$ cat src/rtl/cond_unit_pkg.sv
// cond_unit_pkg: condition codes and NZCV bit positions shared by the
// condition unit and any other block that evaluates ARM-style conditions.
package cond_unit_pkg;

    localparam logic [3:0] COND_EQ = 4'b0000;
    localparam logic [3:0] COND_NE = 4'b0001;
    localparam logic [3:0] COND_CS = 4'b0010;
    localparam logic [3:0] COND_CC = 4'b0011;
    localparam logic [3:0] COND_MI = 4'b0100;
    localparam logic [3:0] COND_PL = 4'b0101;
    localparam logic [3:0] COND_VS = 4'b0110;
    localparam logic [3:0] COND_VC = 4'b0111;
    localparam logic [3:0] COND_HI = 4'b1000;
    localparam logic [3:0] COND_LS = 4'b1001;
    localparam logic [3:0] COND_GE = 4'b1010;
    localparam logic [3:0] COND_LT = 4'b1011;
    localparam logic [3:0] COND_GT = 4'b1100;
    localparam logic [3:0] COND_LE = 4'b1101;
    localparam logic [3:0] COND_AL = 4'b1110;
    localparam logic [3:0] COND_NV = 4'b1111;

    localparam int FLAG_N = 3;
    localparam int FLAG_Z = 2;
    localparam int FLAG_C = 1;
    localparam int FLAG_V = 0;

endpackage

$ cat src/rtl/cond_unit_check.sv
// cond_check: combinational evaluation of a 4-bit condition field against NZCV.
module cond_check
    import cond_unit_pkg::*;
(
    input  logic [3:0] Cond,
    input  logic [3:0] Flags,
    output logic       CondEx
);

    logic w_n, w_z, w_c, w_v, w_ge;

    assign w_n  = Flags[FLAG_N];
    assign w_z  = Flags[FLAG_Z];
    assign w_c  = Flags[FLAG_C];
    assign w_v  = Flags[FLAG_V];
    assign w_ge = (w_n == w_v);

    always_comb begin
        CondEx = 1'b1;
        case (Cond)
            COND_EQ: CondEx = w_z;
            COND_NE: CondEx = ~w_z;
            COND_CS: CondEx = w_c;
            COND_CC: CondEx = ~w_c;
            COND_MI: CondEx = w_n;
            COND_PL: CondEx = ~w_n;
            COND_VS: CondEx = w_v;
            COND_VC: CondEx = ~w_v;
            COND_HI: CondEx = w_c & ~w_z;
            COND_LS: CondEx = ~w_c | w_z;
            COND_GE: CondEx = w_ge;
            COND_LT: CondEx = ~w_ge;
            COND_GT: CondEx = ~w_z & w_ge;
            COND_LE: CondEx = w_z | ~w_ge;
            default: CondEx = 1'b1;
        endcase
    end

endmodule

$ cat src/rtl/cond_unit.sv
// cond_unit: execute-stage NZCV register, condition gating of writes and
// executed/skipped instruction counters.
module cond_unit
    import cond_unit_pkg::*;
#(
    parameter int CNT_W = 32
) (
    input  logic             CLK,
    input  logic             Reset,
    input  logic             Valid,
    input  logic             Stall,
    input  logic             Flush,
    input  logic [3:0]       Cond,
    input  logic [3:0]       ALUFlags,
    input  logic [1:0]       FlagW,
    input  logic             PCS,
    input  logic             RegW,
    input  logic             MemW,
    input  logic             NoWrite,
    output logic             CondEx,
    output logic             PCSrc,
    output logic             RegWrite,
    output logic             MemWrite,
    output logic [3:0]       Flags,
    output logic             CFlag,
    output logic [CNT_W-1:0] ExecCount,
    output logic [CNT_W-1:0] SkipCount
);

    logic [3:0]       r_flags;
    logic [CNT_W-1:0] r_exec_cnt, r_skip_cnt;
    logic             w_cond_ex, w_live, w_retire;

    cond_check u_cond_check (
        .Cond   (Cond),
        .Flags  (r_flags),
        .CondEx (w_cond_ex)
    );

    assign w_live   = Valid & ~Flush;
    assign w_retire = w_live & ~Stall;

    assign CondEx    = w_cond_ex;
    assign PCSrc     = PCS & w_cond_ex & w_live;
    assign RegWrite  = RegW & ~NoWrite & w_cond_ex & w_live;
    assign MemWrite  = MemW & w_cond_ex & w_live;
    assign Flags     = r_flags;
    assign CFlag     = r_flags[FLAG_C];
    assign ExecCount = r_exec_cnt;
    assign SkipCount = r_skip_cnt;

    // Flags only move when the instruction actually retires and passed its condition.
    always_ff @(posedge CLK) begin
        if (Reset) begin
            r_flags    <= 4'b0000;
            r_exec_cnt <= '0;
            r_skip_cnt <= '0;
        end else if (w_retire) begin
            if (w_cond_ex) begin
                if (FlagW[1]) r_flags[FLAG_N:FLAG_Z] <= ALUFlags[FLAG_N:FLAG_Z];
                if (FlagW[0]) r_flags[FLAG_C:FLAG_V] <= ALUFlags[FLAG_C:FLAG_V];
                r_exec_cnt <= r_exec_cnt + CNT_W'(1);
            end else begin
                r_skip_cnt <= r_skip_cnt + CNT_W'(1);
            end
        end
    end

endmodule

$ cat config.mk
export PLATFORM = sky130hd
export DESIGN_NAME = cond_unit
export DESIGN_NICKNAME = d
export VERILOG_FILES = /design/src/rtl/cond_unit_pkg.sv /design/src/rtl/cond_unit_check.sv /design/src/rtl/cond_unit.sv
export SDC_FILE = /design/constraint.sdc
export NUM_CORES = 1
export LEC_CHECK = 0
export CORE_ASPECT_RATIO = 0.5
export CORE_MARGIN = 2
export CORE_UTILIZATION = 51
export CTS_BUF_LIST = sky130_fd_sc_hd__clkbuf_4 sky130_fd_sc_hd__clkbuf_8
export CTS_CLUSTER_SIZE = 25
export DETAILED_ROUTE_END_ITERATION = 16
export PLACE_DENSITY = 0.8
export SYNTH_ARGS = -nofsm -noshare
export SYNTH_HDL_FRONTEND = slang
export SYNTH_SLANG_ARGS = --single-unit
$ cat constraint.sdc
create_clock -name CLK -period 3.1 [get_ports CLK]
set_clock_uncertainty 0.05 [all_clocks]
set_input_delay 0.62 -clock CLK [delete_from_list [all_inputs] [get_ports CLK]]
set_output_delay 0.62 -clock CLK [all_outputs]
set_load 0.02 [all_outputs]
Word level (Yosys, flattened, before mapping)
Index checks and enable logic that the tools add are counted.

Word-level logic and storage cells: 48. Register bits: 68. Output and inout port bits: 73. Input port bits: 19.

Reductions and logical operators: 5. Bitwise logic cells: 22. Multiplexer cells: 1. Equality and inequality tests: 14. Add/sub/neg operators: 2.

Operator list (number): 32-bit by 1-bit adder with 32-bit output, second input constant (2); 4-bit equality test, second input constant (6); 4-bit by 3-bit equality test with 1-bit output, second input constant (4); 1-bit one-hot mux with 14 select lines (1); 1-bit bitwise AND (11); 1-bit inverter (9); 4-bit by 2-bit equality test with 1-bit output, second input constant (2); 3-bit AND reduction (2); 4-bit by 1-bit equality test with 1-bit output, second input constant (1); 4-bit zero test (1); 2-bit AND reduction (2); 1-bit OR (2); 1-bit equality test (1).

Longest topological paths before layout
Gate-level depths: netlist of run 1.

Depth after elaboration: 6. Mapped depth: 9. Gate-level depth less buffers: 7.

Cells and area by module
A second synthesis of run 1 with hierarchy kept.

Cells, all modules: 421. Area, all modules: 3462.1 um^2.

By module, submodules not included: cond_unit (area an instance 3296.9 um^2, times used 1, sequential area each 1361.3 um^2, cells an instance 398); cond_check (area an instance 165.2 um^2, times used 1, sequential area each 0.0 um^2, cells an instance 23).

Least setup slack after synthesis of run 1
Ideal clock, no wire load.

Path type: input -> output. Start point: input port Cond[1]. End point: output port RegWrite. Stages on the path: 8. Path buffers: 2. Path slack: -51 ps. Data required time: 2430 ps. Arrival time: 2481 ps. Cell sequence: buf_2 mux2i_1 xor2_1 o311ai_0 nor3_2 inv_2 clkbuf_1 and4b_1.

Word-level cells in the longest chain between the ends: 4. Elaborated cells between the ends (all ways): 17. Those cells by class: eq/ne (13); mux (1); bitwise (2); reduce/logical (1).

RTL lines: start, declared (RTL line cond_unit.sv:13) `input logic [3:0] Cond,`; 4-bit equality test (tied with other cells) (RTL line cond_unit_check.sv:20) `case (Cond)`; 1-bit one-hot mux with 14 select lines * (RTL line cond_unit_check.sv:20); via CondEx (RTL line cond_unit.sv:20) `output logic CondEx,`; 1-bit bitwise AND * (2 in a row) (RTL line cond_unit.sv:45) `assign RegWrite = RegW & ~NoWrite & w_cond_ex & w_live;`; end, declared (RTL line cond_unit.sv:22) `output logic RegWrite,`.

The timed path passes the listed nets; every way through them passes the cells marked *.

Worst setup path in the final report of run 1
Start point: input port Cond[3]. End point: output port MemWrite.

Word-level cells in the longest chain between the ends: 4. Elaborated cells between the ends (all ways): 17. Those cells by class: eq/ne (13); mux (1); bitwise (2); reduce/logical (1).

RTL lines: 4-bit equality test (tied with other cells) (RTL line cond_unit_check.sv:20); 1-bit one-hot mux with 14 select lines * (RTL line cond_unit_check.sv:20); 1-bit bitwise AND * (2 in a row) (RTL line cond_unit.sv:46) `assign MemWrite = MemW & w_cond_ex & w_live;`; end, declared (RTL line cond_unit.sv:23) `output logic MemWrite,`.

Every way passes the cells marked *; elsewhere a longest branch is shown, timed or not.

==> qor.yml, run 1 <==
clock_latency_ns: 0.36
grt_max_degree: 74
clockBufferDepth: 2
drt_first_pass_iters: 4
synth_top_area_share_pct: 36.8
r2r_start: "Flags[2]"
syn-num-nets: 462
ys_warn_count: 0
port_buffers: 91
die_h_um: 64.2
pin_count: 92
area_growth_pct: 39.7
ys_seq_area_share_pct: 36.8
hold_class: "reg2reg"
grt_pass1_vias: 3564
p_per_area_mw_per_mm2: 349
start_util_pct: 54.0
synth_seq_cells: 68
whs_ns: 0.433
nets: 581
wl_per_cell_um: 14.8
leakage_nw: 1.75
grt_setup_unrepaired: "no"
path_max_fanout: 5
final_cell_area_mm2: 0.00517
vias_per_cell: 5.87
max_freq_mhz: 337
gr-total-overflow: 0
hold_start: "SkipCount[31]"
drive_above_1_share_pct: 15.8
dieArea_mm2: 0.00800
routabilityCongestion: 0.843
numClockSinks: 68
status: "complete, no violations"
worst_pin_slew_ns: 0.922
period_share_pct: 95.8
cts_tree: "done"
maxSlewHeadroom_pct: 38.2
crit_path_start_kind: "primary input"
grt_pass1_wl_um: 16600
drt_wl_total_um: 9710
synth_edf_count: 0
grtUsageTotal_pct: 25.1
place_ws_ns: -0.662
vias: 3858
clockRootBuffer: "clkbuf_8"
first_iter_violations: 269
fillers: 523
die_width_um: 124
cap_violations: 0
coreArea_mm2: 0.00686
synth_cell_types: 54
antenna_found_initial: 0
required_ns: 2.43
setup_viol: 0
detail-route-antenna-nets: 0
hpwl_um: 6810
synth.avg_cell_area_um2: 8.40
critical_path_class: "in2out"
arrival_ns: 2.30
dpl-instance-area_mm2: 0.00495
synth_flop_cell: "dfxtp_1"
end_kind: "output port"
numCtsBuffers: 9
clkSlewWorstSetupHoldPaths_ns: 0.07
row_count: 21
synthesis.area_mm2: 0.00370
finalWorstSetupSlack_ns: 0.129
post-route-util_pct: 75.4
slew_violations: 0
vdd_drop_max_mv: 0.286
cts_htree_levels: 3
crit_start: "Cond[3]"
drt_drc_violations_left: 0
async_flop_share_pct: 0
hold_viol: 0
antenna_cells: 0
synth_area_leaders: "dfxtp_1 (37%), a21oi_1 (6.2%), o31ai_1 (5.9%), or4_1 (5.9%), nand3_1 (3.4%)"
min_period_ns: 2.97
power_mw: 1.80
postSynthCellCount: 441
yosysTopAreaCell: "dfxtp_1"
-- metal layers --
layer	global-route usage, %	part of all wire (%)
met2	42.2	47
met4	9.97	1.7
met1	31.7	47
met3	5.78	4.3
met5	0	0
-- area by class of cell --
| class | count | area (um2) | area share, % |
|---|---|---|---|
| Sequential cell | 68 | 1360 | 26.3 |
| Inverter | 13 | 48.8 | 0.943 |
| Tap cell | 92 | 115 | 2.23 |
| Clock inverter | 5 | 50.0 | 0.968 |
| Clock buffer | 11 | 151 | 2.93 |
| Timing Repair Buffer | 135 | 1250 | 24.2 |
| Multi-Input combinational cell | 333 | 2190 | 42.4 |
-- layout by cell type, fill, tap and decap left out, types with 4 or more instances in the layout --
master / n
clkbuf_8: 11
o21ai_0: 16
or3_1: 13
and2_1: 7
xor2_1: 4
nand2b_1: 4
a21oi_1: 46
nor2_1: 22
nand2_1: 33
mux2_2: 7
or4_1: 29
clkinv_2: 4
dfxtp_1: 68
buf_4: 41
nand3_1: 25
inv_1: 12
dlygate4sd2_1: 4
mux2i_1: 7
o31ai_1: 28
nor2b_1: 9
and4_1: 5
and3_1: 11
nand4_1: 16
clkdlybuf4s50_1: 82
a311oi_1: 5
-- state kept, by name (all words and copies together) (netlist names) --
name,cells
ExecCount,32
Flags,4
SkipCount,32
-- power breakdown --
group,internal (mW),switching (mW)
combinational,0.0795,0.0925
sequential,0.875,0.00277
clock,0.410,0.344
-- synth_stat cells (4+ instances only) --
cell type and n:
dfxtp_1 68, a21oi_1 46, nand2_1 33, o31ai_1 29, or4_1 29, nand3_1 25, nor2_1 22, clkbuf_1 19
o21ai_0 17, nand4_1 16, or3_1 13, inv_1 12, and3_1 11, nor2b_1 9, and2_1 7, mux2_2 7
mux2i_1 7, a311oi_1 5, and4_1 5, buf_2 4, nand2b_1 4, xor2_1 4
-- worst max-delay path, cell delays in order --
cell and delay (ns):
dlygate4sd2_1 0.28, and2_1 0.19, and3_1 0.20, o311a_1 0.38, nor3_4 0.22, inv_2 0.09
and3_1 0.17, buf_2 0.15
-- cell families after synthesis --
group	count (synthesis)	synth area share [%]
adder cells (fa/ha/maj)	2	0.676
AO/OA/AOI/OAI	113	20.5
flip-flops	68	36.8
multiplexers	14	4.02
buffers and inverters	40	4.70
XOR/XNOR	7	1.66
AND/OR/NAND/NOR	197	31.7
-- per-stage QoR --
stage / setup TNS (ns) / std cells
2_1_floorplan: 0 / 441
3_3_place_gp: -8.33 / 640
3_5_place_dp: -9.52 / 640
4_1_cts: 0 / 657
5_1_grt: 0 / 657
6_report: 0 / 657
-- worst paths after layout --
path,to,slack [ns],cells past startpoint
worst max-delay path,MemWrite,0.13,8
worst min-delay path,SkipCount[31],0.43,2
worst max register to register,ExecCount[26],0.46,8
worst min register to register,SkipCount[31],0.43,2
-- repair_timing --
action | CTS | global route
resized for setup | 29 | 2
hold buffers | 0 | 0
gates cloned | 0 | 0
setup endpoints to repair | 4 | 1
pin swaps | 3 | 3
buffers inserted | 1 | 0
(Power assumes the default switching activity.)
==> inputs of run 2 (changes only) <==
--- a/config.mk
+++ b/config.mk
@@ -6,7 +6,6 @@
 export NUM_CORES = 1
 export LEC_CHECK = 0
 export CORE_ASPECT_RATIO = 0.5
-export CORE_MARGIN = 2
 export CORE_UTILIZATION = 51
 export CTS_BUF_LIST = sky130_fd_sc_hd__clkbuf_4 sky130_fd_sc_hd__clkbuf_8
 export CTS_CLUSTER_SIZE = 25
==> run 2 against run 1 <==
  * Core utilization increased by 0.99 points
  * Setup slack worse by 0.040 ns
  * Fmax is 1.3% lower
  * Cell area up 1.3%
  * Sequential cell count unchanged
  * Routed wire length down 0.82%
  * First-iteration DRC count down 12%
  * Cell count is 0.15% higher
  * Critical path depth increased by 1
  * Hold slack better by 0.011 ns
  * Largest cell class unchanged
  * Largest power group is now clock
==> qor.yml, run 2 (synthesis gave the netlist of run 1 again) <==
final_common_cell: "clkdlybuf4s50_1"
min_period_ns: 3.01  # +0.0400 ns
worst_pin_slew_ns: 0.926  # +0.00387 ns
vias_per_cell: 5.89  # +0.34%
die_h_um: 62.2  # -3.1%
cap_violations: 0  # unchanged
status: "complete, no violations"
finalNonFillerCells: 658  # +0.15%
die_width_um: 122  # -1.6%
gr-total-overflow: 0  # unchanged
numCtsBuffers: 9  # unchanged
row_count: 21  # unchanged
start_util_pct: 54.0  # unchanged
grt_pass1_wl_um: 16200  # -2.4%
clockBufferDepth: 2  # unchanged
numClockSinks: 68  # unchanged
max_stage_delay_ns: 0.31  # -0.07 ns
whs_ns: 0.444  # +0.0112 ns
dp.cells: 638  # -0.31%
area_growth_pct: 41.5
hold_class: "reg2reg"
drt_wl_total_um: 9630  # -0.82%
pin_count: 92  # unchanged
grt_max_degree: 74  # unchanged
crit_path_start_kind: "primary input"
leakage_nw: 1.78  # +1.8%
hold_viol: 0  # unchanged
nets: 582  # +0.17%
drt_first_pass_iters: 5  # +1
port_buffers: 91  # unchanged
grt_setup_unrepaired: "no"
drt_drc_violations_left: 0  # unchanged
antenna_cells: 0  # unchanged
end_kind: "output port"
first_iter_violations: 238  # -12%
finalWorstSetupSlack_ns: 0.0887  # -0.0400 ns
path_delay_family: "simple AND/OR/NAND/NOR gates"
required_ns: 2.43  # about the same
vdd_drop_max_mv: 0.288  # +0.79%
setup_viol: 0  # unchanged
dieArea_mm2: 0.00762  # -4.7%
cts_tree: "done"
antenna_found_initial: 0  # unchanged
crit_slowest_cell: "or2b_2"
p_per_area_mw_per_mm2: 389  # +12%
critical_path_class: "in2out"
arrival_ns: 2.34  # +0.04 ns
period_share_pct: 97.1  # +1.3 points
slew_violations: 0  # unchanged
wl_per_cell_um: 14.6  # -0.97%
path_max_fanout: 6  # +1
max_freq_mhz: 332  # -1.3%
cp.buffers_inverters: 4  # +1
coreArea_mm2: 0.00686  # unchanged
cpMostUsedCell: "buf_4"
grtUsageTotal_pct: 26.1  # +0.95 points
routabilityCongestion: 0.762  # -9.6%
clkSlewWorstSetupHoldPaths_ns: 0.07  # about the same
clock_latency_ns: 0.35  # about the same
hpwl_um: 6610  # -2.9%
grt_pass1_vias: 3483  # -2.3%
clockRootBuffer: "clkbuf_8"
detail-route-antenna-nets: 0  # unchanged
place_ws_ns: -0.700  # -0.0383 ns
post-route-util_pct: 76.4  # +0.99 points
cts_htree_levels: 3  # unchanged
drive_above_1_share_pct: 16.4  # +0.68 points
maxSlewHeadroom_pct: 37.9  # -0.26 points
final_cell_mix: "clkdlybuf4s50_1 (82), dfxtp_1 (68), a21oi_1 (46), buf_4 (44), nand2_1 (33)"
worstPathCellList: "dlygate4sd2_1 -> buf_4 -> or2b_2 -> nor3b_2 -> o31a_1 -> nor3_4 -> inv_2 -> and4b_1 -> buf_4"
vias: 3877  # +0.49%
[run 2: worst register-to-register path: cells and delay by family (launching register included)]
kind / cells / cell delay, ns
buffers and inverters: 2 / 0.41
AOI/OAI and AO/OA: 4 / 1.31
and+or+nand+nor: 2 / 0.28
DFF: 1 / 0.47
[run 2: path summary, 6_finish.rpt]
kind	cells after the start	slack, ns	endpoint	startpoint
worst max register to register	8	0.42	ExecCount[28]	Flags[2]
worst max-delay path	9	0.09	RegWrite	Cond[3]
worst min register to register	2	0.44	SkipCount[13]	SkipCount[13]
worst min-delay path	2	0.44	SkipCount[13]	SkipCount[13]
[run 2: stage by stage]
stage          power (mW)  area [um2]  TNS, ns
4_1_cts              2.05        5260        0
6_report             2.04        5240        0
5_1_grt              2.11        5240        0
3_3_place_gp         1.06        4940   -10.48
2_1_floorplan       0.982        3700        0
3_5_place_dp         1.06        4940   -11.84
[run 2: routing by layer]
layer,track usage (%),wire [um],vias up
li1,-,-,1924
met1,34.3,4560,1866
met2,43.7,4570,74
met3,5.61,412,13
met4,5.79,87,0
met5,0,0,-
[run 2: where the power goes]
group / internal (mW) / total, mW / switching [mW]
Sequential: 0.875 / 0.878 / 0.00293
Combinational: 0.0800 / 0.174 / 0.0935
Clock: 0.639 / 0.987 / 0.348
Total: 1.59 / 2.04 / 0.445
[run 2: what timing repair did]
item / CTS / global route
endpoints found under the hold margin: 0 / 0
setup endpoints to repair: 7 / 4
pin swaps: 4 / 2
setup buffers: 4 / 0
resized for setup: 24 / 5
hold buffers: 0 / 0
[run 2: layout make-up]
type	instances	area (um2)
Clock inverter	6	134
Clock buffer	10	138
Inverter	13	48.8
Multi-Input combinational cell	333	2200
Timing Repair Buffer	136	1240
Fill cell	525	1620
Tap cell	92	115
Sequential cell	68	1360
==> inputs of run 3 (changes only) <==
--- a/config.mk
+++ b/config.mk
@@ -5,12 +5,14 @@
 export SDC_FILE = /design/constraint.sdc
 export NUM_CORES = 1
 export LEC_CHECK = 0
+export CELL_PAD_IN_SITES_DETAIL_PLACEMENT = 1
+export CELL_PAD_IN_SITES_GLOBAL_PLACEMENT = 1
 export CORE_ASPECT_RATIO = 0.5
-export CORE_UTILIZATION = 51
+export CORE_UTILIZATION = 38
 export CTS_BUF_LIST = sky130_fd_sc_hd__clkbuf_4 sky130_fd_sc_hd__clkbuf_8
 export CTS_CLUSTER_SIZE = 25
 export DETAILED_ROUTE_END_ITERATION = 16
-export PLACE_DENSITY = 0.8
+export PLACE_DENSITY = 0.81
 export SYNTH_ARGS = -nofsm -noshare
 export SYNTH_HDL_FRONTEND = slang
 export SYNTH_SLANG_ARGS = --single-unit
==> run 3 against run 2 <==
  * Fmax down 1.8%
  * Hold slack better by 0.010 ns
  * Critical path type unchanged
  * Total power down 13%
  * First-iteration DRC count down 45%
  * Sequential cell count unchanged
  * Cell area up 0.36%
  * Highest routed layer unchanged
  * Clock power down 27%
  * Non-clock buffer count up 4
  * Core utilization down 21 points
  * Register-to-register slack better by 0.10 ns
==> qor.yml, run 3 (synthesis gave the netlist of run 1 again) <==
min_period_ns: 3.07  # +0.0546 ns
hpwl_um: 8260  # +25%
required_ns: 2.43  # about the same
p_per_area_mw_per_mm2: 338  # -13%
netSwitchingPower_uw: 437  # -1.7%
gr-total-overflow: 0  # unchanged
leakage_nw: 1.76  # -0.72%
maxSlewHeadroom_pct: 50.7  # +13 points
cap_violations: 0  # unchanged
final_cell_mix: "clkdlybuf4s50_1 (82), dfxtp_1 (68), a21oi_1 (46), buf_4 (46), nand2_1 (33)"
grt_pass1_wl_um: 18700  # +15%
dpl-instance-area_mm2: 0.00502  # +1.7%
period_share_pct: 98.9  # +1.8 points
setup_viol: 0  # unchanged
start_util_pct: 39.2  # -15 points
detail-route-antenna-nets: 0  # unchanged
final_cell_area_mm2: 0.00526  # +0.36%
coreArea_mm2: 0.00945  # +38%
vias_per_cell: 5.59  # -5.1%
path_max_fanout: 5  # -1
die_width_um: 142  # +16%
crit_slowest_cell: "o311a_1"
antenna_found_initial: 0  # unchanged
area_growth_pct: 42.0
cts_tree: "done"
worst_pin_slew_ns: 0.736  # -0.190 ns
cp.buffers_inverters: 3  # -1
internal_power_mw: 1.34  # -16%
hold_buffers: 0  # unchanged
grt_max_degree: 39  # -47%
first_iter_violations: 130  # -45%
finalNonFillerCells: 705  # +7.1%
worstPathCellList: "dlygate4sd2_1 -> and2_4 -> and3_1 -> o311a_1 -> nor3_4 -> inv_2 -> and4b_1 -> buf_6"
numClockSinks: 68  # unchanged
routabilityCongestion: 0.802  # +5.3%
place_ws_ns: -0.739  # -0.0387 ns
hold_class: "reg2reg"
p_sw_share_pct: 24.6  # +2.8 points
grtUsageTotal_pct: 23.2  # -2.9 points
cts_htree_levels: 3  # unchanged
hold_viol: 0  # unchanged
end_kind: "output port"
p_seq_share_pct: 49.4  # +6.3 points
pin_count: 92  # unchanged
max_stage_delay_ns: 0.39  # +0.08 ns
vias: 3941  # +1.7%
port_buffers: 91  # unchanged
nets: 586  # +0.69%
arrival_ns: 2.40  # +0.06 ns
whs_ns: 0.454  # +0.00995 ns
final_common_cell: "clkdlybuf4s50_1"
antenna_cells: 0  # unchanged
p_clk_share_pct: 40.3  # -8.1 points
dp.cells: 685  # +7.4%
drive_above_1_share_pct: 17.0  # +0.59 points
vdd_drop_max_mv: 0.188  # -35%
critical_path_class: "in2out"
clkSlewWorstSetupHoldPaths_ns: 0.07  # about the same
dieArea_mm2: 0.0102  # +33%
clock_latency_ns: 0.35  # about the same
finalWorstSetupSlack_ns: 0.0341  # -0.0546 ns
drt_first_pass_iters: 4  # -1
drt_drc_violations_left: 0  # unchanged
clockBufferDepth: 2  # unchanged
die_h_um: 71.8  # +15%
path_delay_family: "simple AND/OR/NAND/NOR gates"
max_freq_mhz: 326  # -1.8%
status: "complete, no violations"
crit_path_start_kind: "primary input"
slew_violations: 0  # unchanged
wl_per_cell_um: 16.2  # +11%
clockRootBuffer: "clkbuf_8"
row_count: 25  # +19%
numCtsBuffers: 9  # unchanged
grt_pass1_vias: 3778  # +8.5%
comb_power_share_pct: 10.3  # +1.8 points
drt_wl_total_um: 11400  # +19%
## run 3: area by class of cell
| type | instances | area [um2] |
|---|---|---|
| fillers | 1122 | 4190 |
| multi-input cells | 333 | 2200 |
| flip-flops and latches | 68 | 1360 |
| repair buffers | 140 | 1290 |
| clock buffers | 15 | 188 |
| well taps | 135 | 169 |
| inverters | 13 | 48.8 |
| clock inverters | 1 | 5.00 |
## run 3: per-layer routing
layer / routed length [um] / vias to the layer above / GRT usage [%]
met2: 5740 / 63 / 41.5
li1: - / 1930 / -
met1: 5240 / 1942 / 28.8
met4: 54 / 0 / 5.02
met3: 395 / 6 / 5.35
met5: 0 / - / 0
## run 3: per-stage QoR
step	TNS, ns	utilization (%)	power, mW
floorplan	0	-	0.982
global placement	-6.52	53.1	1.07
detailed placement	-9.20	53.1	1.07
CTS	0	55.6	1.80
global route	-0.0877	55.7	1.86
finish	0	55.7	1.78
## run 3: final timing paths
path,start,endpoint,slack (ns),cells after the start
setup / recovery,Cond[2],RegWrite,0.03,8
hold / removal,SkipCount[15],SkipCount[15],0.45,2
setup reg to reg,Flags[2],ExecCount[19],0.52,9
hold reg to reg,SkipCount[15],SkipCount[15],0.45,2
## run 3: power by group through the flow
stage | Clock [mW] | Combinational, mW | Sequential (mW)
2_1_floorplan | 0 | 0.0812 | 0.900
3_3_place_gp | 0 | 0.171 | 0.898
3_5_place_dp | 0 | 0.176 | 0.898
4_1_cts | 0.742 | 0.182 | 0.878
5_1_grt | 0.782 | 0.198 | 0.878
6_report | 0.717 | 0.184 | 0.878
## run 3: worst min-delay path: cells and delay by family (launching register included)
| family | cells | cell delay (ns) |
|---|---|---|
| AO/OA/AOI/OAI | 2 | 0.13 |
| flip-flops | 1 | 0.33 |
## run 3: what timing repair did
item	CTS	global route
resized for setup	31	4
pin swaps	6	2
endpoints found under the setup margin	4	3
setup buffers	4	0
